[config.mk]
export PLATFORM = sky130hd
export DESIGN_NAME = aibio_pvtmon_seq_ctrl
export DESIGN_NICKNAME = d
export VERILOG_FILES = /design/src/rtl/aibio_pvtmon_seq_ctrl.sv
export SDC_FILE = /design/constraint.sdc
export NUM_CORES = 1
export LEC_CHECK = 0
export ABC_AREA = 1
export ABC_CLOCK_PERIOD_IN_PS = 1570
export CORE_ASPECT_RATIO = 0.75
export CORE_UTILIZATION = 40
export DETAILED_ROUTE_END_ITERATION = 8
export PLACE_DENSITY_LB_ADDON = 0.12
export SETUP_SLACK_MARGIN = 0.15
export SLEW_MARGIN = 0
export SYNTH_ARGS = -nofsm -noshare
export SYNTH_HDL_FRONTEND = slang
export SYNTH_SLANG_ARGS = --single-unit
[constraint.sdc]
create_clock -name clk -period 1.57 [get_ports clk]
set_input_delay 0.157 -clock clk [delete_from_list [all_inputs] [get_ports clk]]
set_output_delay 0.157 -clock clk [all_outputs]
set_load 0.05 [all_outputs]
[src/rtl/aibio_pvtmon_seq_ctrl.sv]
// PVT-monitor sensor sequencer: selects each enabled sensor, settles, counts oscillator edges per window.
// Optional build macro PVTMON_AVG_EN: average four consecutive count windows per channel.
module aibio_pvtmon_seq_ctrl #(
    parameter int SETTLE_CYC = 16,
    parameter int WINDOW_CYC = 256,
    parameter int CNT_W      = 12
) (
    input  logic             clk,
    input  logic             rst,
    input  logic             vdd,
    input  logic             vss,
    input  logic             start,
    input  logic             cont_mode,
    input  logic [7:0]       ch_mask,
    input  logic             osc_in,
    output logic [2:0]       sel,
    output logic             osc_en,
    output logic             busy,
    output logic             result_vld,
    output logic [2:0]       result_ch,
    output logic [CNT_W-1:0] result_cnt,
    output logic             sweep_done
);

    localparam int CYC_W = $clog2(SETTLE_CYC > WINDOW_CYC ? SETTLE_CYC : WINDOW_CYC) + 1;

    typedef enum logic [2:0] {
        S_IDLE,
        S_SELECT,
        S_SETTLE,
        S_COUNT,
        S_REPORT
    } state_t;

    state_t             state, state_nxt;
    logic [7:0]         mask_q;
    logic               mode_q;
    logic [2:0]         ptr;
    logic [CYC_W-1:0]   cyc_cnt;
    logic [CNT_W-1:0]   edge_cnt, cnt_inc;
    logic               osc_s1, osc_s2, osc_prev, osc_edge;
    logic               last_cyc, last_win, has_next;
    logic [7:0]         remaining;
    logic               unused_supply;

    assign unused_supply = vdd ^ vss;

    function automatic logic [2:0] lowest_bit(input logic [7:0] m);
        lowest_bit = 3'd0;
        for (int i = 7; i >= 0; i--)
            if (m[i]) lowest_bit = 3'(i);
    endfunction

    assign osc_edge  = osc_s2 & ~osc_prev;
    assign last_cyc  = (cyc_cnt == '0);
    assign remaining = mask_q & (8'hFE << ptr);
    assign has_next  = |remaining;
    assign cnt_inc   = (osc_edge && edge_cnt != {CNT_W{1'b1}}) ? edge_cnt + 1'b1 : edge_cnt;
    assign busy      = (state != S_IDLE);

`ifdef PVTMON_AVG_EN
    logic [1:0]       win_idx;
    logic [CNT_W+1:0] acc;
    assign last_win = (win_idx == 2'd3);
`else
    assign last_win = 1'b1;
`endif

    always_ff @(posedge clk) begin
        if (rst) state <= S_IDLE;
        else     state <= state_nxt;
    end

    // NOTE: every signal assigned in always_comb gets a default first, so no path leaves it unassigned and a latch is never inferred.
    always_comb begin
        state_nxt = state;
        case (state)
            S_IDLE:   if (start && |ch_mask) state_nxt = S_SELECT;
            S_SELECT: state_nxt = S_SETTLE;
            S_SETTLE: if (last_cyc) state_nxt = S_COUNT;
            S_COUNT:  if (last_cyc && last_win) state_nxt = S_REPORT;
            S_REPORT: state_nxt = (has_next || mode_q) ? S_SELECT : S_IDLE;
            default:  state_nxt = S_IDLE;
        endcase
    end

    // NOTE: sequential state uses non-blocking assignments so every flop samples pre-edge values.
    always_ff @(posedge clk) begin
        if (rst) begin
            {osc_s1, osc_s2, osc_prev} <= '0;
            mask_q     <= '0;
            mode_q     <= 1'b0;
            ptr        <= '0;
            cyc_cnt    <= '0;
            edge_cnt   <= '0;
            sel        <= '0;
            osc_en     <= 1'b0;
            result_vld <= 1'b0;
            result_ch  <= '0;
            result_cnt <= '0;
            sweep_done <= 1'b0;
`ifdef PVTMON_AVG_EN
            win_idx    <= '0;
            acc        <= '0;
`endif
        end else begin
            osc_s1     <= osc_in;
            osc_s2     <= osc_s1;
            osc_prev   <= osc_s2;
            result_vld <= 1'b0;
            sweep_done <= 1'b0;
            case (state)
                S_IDLE: begin
                    if (start && |ch_mask) begin
                        mask_q <= ch_mask;
                        mode_q <= cont_mode;
                        ptr    <= lowest_bit(ch_mask);
                    end
                end
                S_SELECT: begin
                    sel      <= ptr;
                    osc_en   <= 1'b1;
                    cyc_cnt  <= CYC_W'(SETTLE_CYC - 1);
                    edge_cnt <= '0;
                end
                S_SETTLE: begin
                    edge_cnt <= '0;
`ifdef PVTMON_AVG_EN
                    win_idx  <= '0;
                    acc      <= '0;
`endif
                    cyc_cnt  <= last_cyc ? CYC_W'(WINDOW_CYC - 1) : cyc_cnt - 1'b1;
                end
                S_COUNT: begin
                    if (last_cyc) begin
`ifdef PVTMON_AVG_EN
                        // Each window saturates on its own before joining the sum.
                        acc      <= acc + {2'b00, cnt_inc};
                        edge_cnt <= '0;
                        win_idx  <= win_idx + 2'd1;
                        cyc_cnt  <= CYC_W'(WINDOW_CYC - 1);
`else
                        edge_cnt <= cnt_inc;
`endif
                    end else begin
                        edge_cnt <= cnt_inc;
                        cyc_cnt  <= cyc_cnt - 1'b1;
                    end
                end
                S_REPORT: begin
                    result_vld <= 1'b1;
                    result_ch  <= sel;
`ifdef PVTMON_AVG_EN
                    result_cnt <= acc[CNT_W+1:2];
`else
                    result_cnt <= edge_cnt;
`endif
                    if (has_next) begin
                        ptr <= lowest_bit(remaining);
                    end else begin
                        sweep_done <= 1'b1;
                        if (mode_q) ptr <= lowest_bit(mask_q);
                        else        osc_en <= 1'b0;
                    end
                end
                default: ;
            endcase
        end
    end

endmodule

Yosys cells after proc, flatten, opt, wreduce, memory -nomap -nowiden
Index checks and enable logic that the tools add are counted.
{"block": "word_totals", "register_bits": 60, "latch_bits": 0, "ramBits": 0, "rom_bits": 0, "in_bits": 15, "out_inout_bits": 22, "elab_cells": 98, "mem_count": 0}
{"block": "classes", "addsub": 2, "n_mul": 0, "div": 0, "magnitude_cmp": 0, "eq_ne": 13, "shift": 1, "mux": 43, "bitwise": 4, "reduce_logical": 20}
{"op": "3-bit two-way mux", "count": 30}
{"op": "9-bit one-hot mux with 3 select lines", "count": 1}
{"op": "12-bit one-hot mux with 2 select lines", "count": 1}
{"op": "9-bit two-way mux", "count": 2}
{"op": "8-bit OR reduction", "count": 2}
{"op": "3-bit one-hot mux with 5 select lines", "count": 1}
{"op": "2-bit inequality test, second input constant", "count": 7}
{"op": "12-bit by 1-bit adder with 12-bit output, second input constant", "count": 1}
{"op": "12-bit two-way mux", "count": 1}
{"op": "12-bit inequality test, second input constant", "count": 1}
{"op": "9-bit logical NOT", "count": 1}
{"op": "3-bit AND reduction", "count": 3}
{"op": "9-bit by 1-bit subtractor with 9-bit output, second input constant", "count": 1}
{"op": "8-bit AND", "count": 1}
{"op": "8-bit by 3-bit << shifter with 8-bit output, first input constant", "count": 1}
{"op": "3-bit by 2-bit equality test with 1-bit output, second input constant", "count": 2}
{"op": "3-bit one-hot mux with 2 select lines", "count": 1}
{"op": "2-bit AND reduction", "count": 3}
{"op": "2-bit nonzero test", "count": 3}
{"op": "3-bit nonzero test", "count": 2}
{"op": "1-bit two-way mux", "count": 5}
{"op": "2-bit OR reduction", "count": 2}
{"op": "3-bit by 1-bit equality test with 1-bit output, second input constant", "count": 1}
{"op": "3-bit equality test, second input constant", "count": 1}
{"op": "other kinds (7)", "count": 9}

Depth between registers and ports, before layout
Gate-level depths: netlist of run 1.
{"block": "depth", "ltp_word": 12, "ltp_mapped": 12}

Least setup slack after synthesis of run 1
No wires, ideal clock.
{"block": "synth_path", "kind": "register to register", "startpoint": "reg cyc_cnt[0]", "endpoint": "reg cyc_cnt[5]", "setup_ns": 0.128, "arrival_ns": 1.358, "required_ns": 1.442, "setup_slack_ns": 0.085, "path_stages_with_launch": 12, "n_path_buf": 0, "period_less_slack_ns": 1.485, "path_cell_list": "dfxtp_1 > inv_1 > ha_1 > nand2_1 > nor2_2 > nand2_1 > nor2_2 > nand2_1 > nand2_4 > nor2_2 > a22oi_1 > nor2_1"}
{"block": "synth_between", "elab_chain_len": 3}
{"element": "start: declaration", "line": "39", "source": "logic [CYC_W-1:0] cyc_cnt;"}
{"element": "start signal: assignment", "line": "123", "source": "cyc_cnt <= CYC_W'(SETTLE_CYC - 1);"}
{"element": "start signal: assignment", "line": "132", "source": "cyc_cnt <= last_cyc ? CYC_W'(WINDOW_CYC - 1) : cyc_cnt - 1'b1;"}
{"element": "start signal: assignment", "line": "147", "source": "cyc_cnt <= cyc_cnt - 1'b1;"}
{"element": "9-bit by 1-bit subtractor with 9-bit output / 9-bit logical NOT (equally long branches)", "line": "132, 147, 55"}
{"element": "9-bit two-way mux (tied with other cells)", "line": "135", "source": "if (last_cyc) begin"}
{"element": "9-bit one-hot mux with 3 select lines / 2-bit AND reduction (equally long branches)"}
Parallel ways exist; a longest one is shown, timed or not. The select of a mux whose other input is x is not followed.
A chain may end at the register's enable or synchronous reset.

Worst setup path in the final report of run 1
{"block": "layout_path", "startpoint": "reg ptr[2]", "endpoint": "reg ptr[1]"}
{"block": "layout_between", "elab_chain_len": 12}
{"element": "start: declaration", "line": "38", "source": "logic [2:0] ptr;"}
{"element": "start signal: assignment", "line": "117", "source": "ptr <= lowest_bit(ch_mask);"}
{"element": "start signal: assignment", "line": "159", "source": "ptr <= lowest_bit(remaining);"}
{"element": "start signal: assignment", "line": "162", "source": "if (mode_q) ptr <= lowest_bit(mask_q);"}
{"element": "8-bit by 3-bit << shifter with 8-bit output (*)", "line": "56", "source": "assign remaining = mask_q & (8'hFE << ptr);"}
{"element": "8-bit AND (*)", "line": "56"}
{"element": "3-bit two-way mux (8 in series)", "line": "51", "source": "if (m[i]) lowest_bit = 3'(i);"}
{"element": "3-bit two-way mux", "line": "158", "source": "if (has_next) begin"}
{"element": "3-bit one-hot mux with 2 select lines", "line": "112", "source": "case (state)"}
Every way passes the cells marked *; elsewhere a longest branch is shown, timed or not.

==> metrics.yaml, run 1 <==
num_vias: 2827
drt-vias-per-instance: 4.808
drcViolationCount: 0
post-dp-hpwl_um: 5016
ir_worst_vdd_mv: 0.8245
ant_nets: 0
synth_nets: 418
tightest_slew_ns: 0.3269
core_area_sq_um: 6864
grt_usage: 0.2034
grt_pass1_vias: 2524
path_clk_slew_ns: 0.07
critPathKind: "reg2reg"
yosysWarnings: 0
fin_crit_ns: 1.495
cts_made_buffers: 9
start_util: 0.4180
num_rows: 26
cp-end-kind: "flip-flop"
portBuffers: 34
die_x_um: 99.79
synth-seq-cells: 60
slew_violations: 0
finalSetupViolCount: 0
clkLatencyLatePin_ns: 0.34
synth_edf_count: 0
syn_inst: 401
design_area_sq_um: 4151
worstHoldPathType: "in2reg"
finalPower_mw: 6.781
overflow: 0
drt_iter0_drc: 73
holdCritStartpoint: "osc_in"
cts_sinks: 60
cp_max_fo: 5
diodes: 0
worst_slack_ns: 0.07495
dp_slack_ns: -0.1537
die_area_sq_um: 7519
syn_to_final_growth_pct: 44.70
nets: 502
final_common_cell: "buf_4"
n_fill_cell: 608
tritoncts: "done"
drive_gt1_frac: 0.3837
grt_antenna_before_repair: 0
rsz0062_at_grt: "yes"
ctsLongestPathBuffers: 2
p_leak_nw: 1.792
first_pass_iters: 4
ys.flop_type: "dfxtp_1"
ioPinCount: 37
status: "complete, no violations"
ys_seq_area_frac: 0.4187
finalCritPeriodShare: 0.9523
syn_area_sq_um: 2869
synth_cell_type_count: 36
avgSynthCellArea_sq_um: 7.155
placed_area_sq_um: 3528
cts_max_level: 3
grt_pass1_wl_um: 11520
maxCapViolations: 0
critPathLaunch: "ptr[2]"
grt_max_degree: 23
r2r_start: "ptr[2]"
worst_ep_arrival_time_ns: 1.77
setup_tns_ns: 0
p_per_area_nw_per_um2: 1633
multi_input_area_sq_um: 1649
required_ns: 1.85
fp.dieH_um: 75.35
gp_congestion: 0.8087
hold_buffers: 0
fin_skew_ns: 0.01040
detail_route.wl_per_cell_um: 12.72
wirelength_um: 7478
async_reset_ff_frac: 0
root_buffer: "clkbuf_8"
fmax_mhz: 668.9
cp-start-kind: "flip-flop"
hold_violations: 0
regArea_sq_um: 1227
mostFrequentLayoutCells: "buf_4 (61), inv_1 (47), dfxtp_1 (47)"
slew_headroom: 0.7812
-- worst max-delay path, stage by stage (launching register included) --
cell and delay [ns]:
dfxtp_4 0.40, inv_4 0.06, nand3_2 0.09, nand2_2 0.08, nor2_4 0.16, nand2_4 0.08
o21ai_4 0.20, nand2_2 0.11, inv_2 0.08, nand2_1 0.06, a21oi_2 0.11
-- path summary, 6_finish.rpt --
kind,slack (ns),cells past startpoint,to
max,0.07,10,ptr[1]
max reg2reg,0.07,10,ptr[1]
min reg2reg,0.40,2,osc_s2
min,0.33,3,osc_s1
-- layout make-up --
cell class              count  area share
clock buffers              12     0.03978
repair buffers             83      0.1727
clock inverters             4    0.005425
flip-flops and latches     60      0.2957
well taps                  98     0.02954
multi-input cells         267      0.3972
inverters                  64     0.05967
-- per-layer routing --
metal	global-route usage	wire (um)
met2	0.3349	3564
met3	0.06147	270
met1	0.2587	3563
met5	0	0
met4	0.06863	78
-- cells by family (layout without fill, tap and decap cells) --
family	after synthesis	count (layout)	share of synthesized area
AND/OR/NAND/NOR	162	163	0.2730
AO/OA/AOI/OAI	99	99	0.1867
buffers and inverters	75	163	0.1038
flip-flops	60	60	0.4187
XOR/XNOR	3	3	0.009160
adder cells (fa/ha/maj)	2	2	0.008721
-- cell usage after synthesis (2+ instances only) --
cell,count,area [sq um]
nor2_2,4,25.02
nand4_1,4,25.02
inv_1,54,202.7
nand3_1,29,145.1
nor3_1,5,25.02
nand2_2,5,31.28
nand2_4,2,22.52
nor2_4,3,33.78
nor2_1,37,138.9
dfxtp_1,60,1201
nand3_2,4,40.04
xor2_1,3,26.28
o21ai_0,41,205.2
or2_1,2,12.51
buf_2,4,20.02
o21ai_1,2,10.01
clkbuf_1,5,18.77
nand2_1,62,232.7
nor3_2,2,20.02
a21oi_1,47,235.2
ha_1,2,25.02
inv_2,10,37.54
-- power breakdown --
part,internal (mW),switching (mW)
clock network,0.694,0.626
registers,1.80,0.215
logic,1.43,2.02
-- timing repair --
item | in CTS | in global routing
gates cloned | 1 | 0
endpoints found under the setup margin | 35 | 51
endpoints found under the hold margin | 0 | 0
buffers inserted | 13 | 5
resized for setup | 41 | 57
pin swaps | 19 | 25
-- flip-flops by register name, indices dropped and copies added (netlist names) --
name and flops:
state 3, result_vld 1, sel 3, result_cnt 12, edge_cnt 12, osc_s2 1
osc_s1 1, sweep_done 1, ptr 3, cyc_cnt 9, mask_q 8, osc_en 1
result_ch 3, osc_prev 1, mode_q 1
-- per-stage QoR --
stage / hold slack (ns) / util / std cells
floorplan: 0.2640 / - / 401
global placement: 0.3957 / 0.5140 / 553
detailed placement: 0.4041 / 0.5140 / 553
CTS: 0.3175 / 0.5755 / 583
global route: 0.3796 / 0.6048 / 588
finish: 0.3306 / 0.6048 / 588
Power figures use the tool's default switching activity.
==> inputs of run 2 (changes only) <==
--- a/config.mk
+++ b/config.mk
@@ -14,3 +14,3 @@
 export SETUP_SLACK_MARGIN = 0.15
-export SLEW_MARGIN = 0
+export SLEW_MARGIN = 5
 export SYNTH_ARGS = -nofsm -noshare
==> constraint.sdc (replaced) <==
create_clock -name clk -period 1.57 [get_ports clk]
set_input_delay 0.314 -clock clk [delete_from_list [all_inputs] [get_ports clk]]
set_output_delay 0.314 -clock clk [all_outputs]
set_load 0.05 [all_outputs]
==> run 2 against run 1 <==
The flow now finishes with violations (negative setup slack). Critical path depth down 1. Die area unchanged. Cell area is 16% higher. Fmax is 6.5% lower. Global-route usage is 1.7 points higher. Flip-flop and latch count stayed put. Highest routed layer unchanged.
==> metrics.yaml, run 2 (synthesized netlist as in run 1, its figures left out) <==
root_buffer: "clkbuf_8"
finalCritPeriodShare: 1.018
slew_violations: 0
detail_route.wl_per_cell_um: 14.64
regToRegEndpoint: "mask_q[2]"
drcViolationCount: 0
critPathSlowestCell: "dfxtp_4"
nets: 532
critPathMaxStageDelay_ns: 0.34
cp_top_family: "buffers and inverters"
fmax_mhz: 625.7
worst-path-buf-inv: 4
grt_pass1_wl_um: 12700
p_leak_nw: 2.055
ant_nets: 0
overflow: 0
grt_pass1_vias: 2749
cp_max_fo: 5
drt_iter0_drc: 90
die_x_um: 99.79
final_cells: 618
required_ns: 1.79
cts_made_buffers: 9
wirelength_um: 9050
grt_antenna_before_repair: 0
diodes: 0
hold_buffers: 0
portBuffers: 34
place_inst: 558
ioPinCount: 37
worst_ep_arrival_time_ns: 1.82
cp_common_cell: "buf_12"
cp-end-kind: "flip-flop"
ctsLongestPathBuffers: 2
reg2reg_slack_ns: -0.03
worst_slack_ns: -0.02815
whs_path_depth: 2
holdPathEnd: "osc_s2"
violations: "negative setup slack"
p_per_area_nw_per_um2: 1726
fin_crit_ns: 1.598
combPwrFrac: 0.587
path_cells: "or2_4 > nor2_4 > buf_4 > buf_6 > nand3_4 > buf_12 > buf_12 > o21ai_2 > a21oi_1"
swShare: 0.4118
status: "finished, violations left"
cts_max_level: 3
die_area_sq_um: 7519
p_int_mw: 4.901
tightest_slew_ns: 0.5036
syn_to_final_growth_pct: 68.29
start_util: 0.4180
largestRegisters: "edge_cnt (12), result_cnt (12), cyc_cnt (9)"
core_area_sq_um: 6864
maxCapViolations: 0
rsz0062_at_grt: "yes"
cts_sinks: 60
dp_slack_ns: -0.2946
power_frac_clock: 0.169
finalSetupViolCount: 4
mostFrequentLayoutCells: "buf_4 (65), inv_1 (46), dfxtp_1 (44)"
fp.dieH_um: 75.35
switchingPower_mw: 3.432
post-dp-hpwl_um: 5050
slew_headroom: 0.6617
num_vias: 3067
gp_congestion: 0.8094
grt_usage: 0.2201
worstHoldPathType: "reg2reg"
hold_violations: 0
ir_worst_vdd_mv: 0.9243
grt_max_degree: 23
cp-start-kind: "flip-flop"
first_pass_iters: 4
tritoncts: "done"
seqPwrFrac: 0.244
critPathKind: "reg2reg"
fin_skew_ns: 0.01134
r2r_start: "state[1]"
clkLatencyLatePin_ns: 0.34
num_rows: 26
holdCritStartpoint: "osc_s1"
cp_num_cells: 9
path_clk_slew_ns: 0.06
rr_worst_depth: 9
drive_gt1_frac: 0.4942
drt-vias-per-instance: 4.963
final_common_cell: "buf_4"
[run 2: worst reg2reg max path, delay by kind of cell (launching register included)]
kind | cells | cell delay, ns
buf+inv | 4 | 0.50
simple gates | 3 | 0.47
flops | 1 | 0.34
compound gates | 2 | 0.17
[run 2: worst max path at each step]
stage / from / end
6_report: state[1] / mask_q[2]
5_1_grt: edge_cnt[0] / edge_cnt[4]
4_1_cts: state[1] / busy
3_5_place_dp: ch_mask[7] / mask_q[3]
3_3_place_gp: ch_mask[7] / ptr[2]
2_1_floorplan: cyc_cnt[1] / cyc_cnt[5]
[run 2: what timing repair did]
item                       CTS  global route
resized for setup           79           107
pin swaps                   31            31
setup endpoints to repair   34            52
cloned                       3             3
buffers inserted            24            14
[run 2: power by group through the flow]
stage,logic (mW),clock network [mW],registers [mW]
4_1_cts,3.77,1.43,2.00
3_3_place_gp,2.75,0,2.02
2_1_floorplan,1.79,0,2.12
6_report,4.89,1.41,2.03
5_1_grt,5.22,1.51,2.06
3_5_place_dp,2.81,0,2.02
[run 2: per-stage QoR]
| stage | utilization | hold WS, ns | TNS (ns) | power (mW) | area, sq um |
|---|---|---|---|---|---|
| 6_report | 0.7034 | 0.4161 | -0.05952 | 8.333 | 4828 |
| 3_5_place_dp | 0.5268 | 0.4117 | -3.454 | 4.825 | 3616 |
| 4_1_cts | 0.6263 | 0.4210 | -0.02008 | 7.197 | 4299 |
| 3_3_place_gp | 0.5268 | 0.3967 | -3.197 | 4.771 | 3616 |
| 5_1_grt | 0.7034 | 0.4322 | -0.7677 | 8.792 | 4828 |
| 2_1_floorplan | - | 0.3883 | 0 | 3.912 | 2908 |
[run 2: layout make-up]
type                            count  area (sq um)
Tap cell                           98         122.6
Fill cell                         519          2036
Sequential cell                    60          1231
Clock buffer                       10         137.6
Timing Repair Buffer              113          1184
Inverter                           64         274.0
Clock inverter                      6         63.81
Multi-Input combinational cell    267          1815
[run 2: per-layer routing]
metal,routed length (um),vias up,track usage
met4,229,0,0.05229
met1,3873,1438,0.2788
li1,-,1540,-
met2,4494,70,0.3816
met3,452,19,0.05780
met5,0,-,0
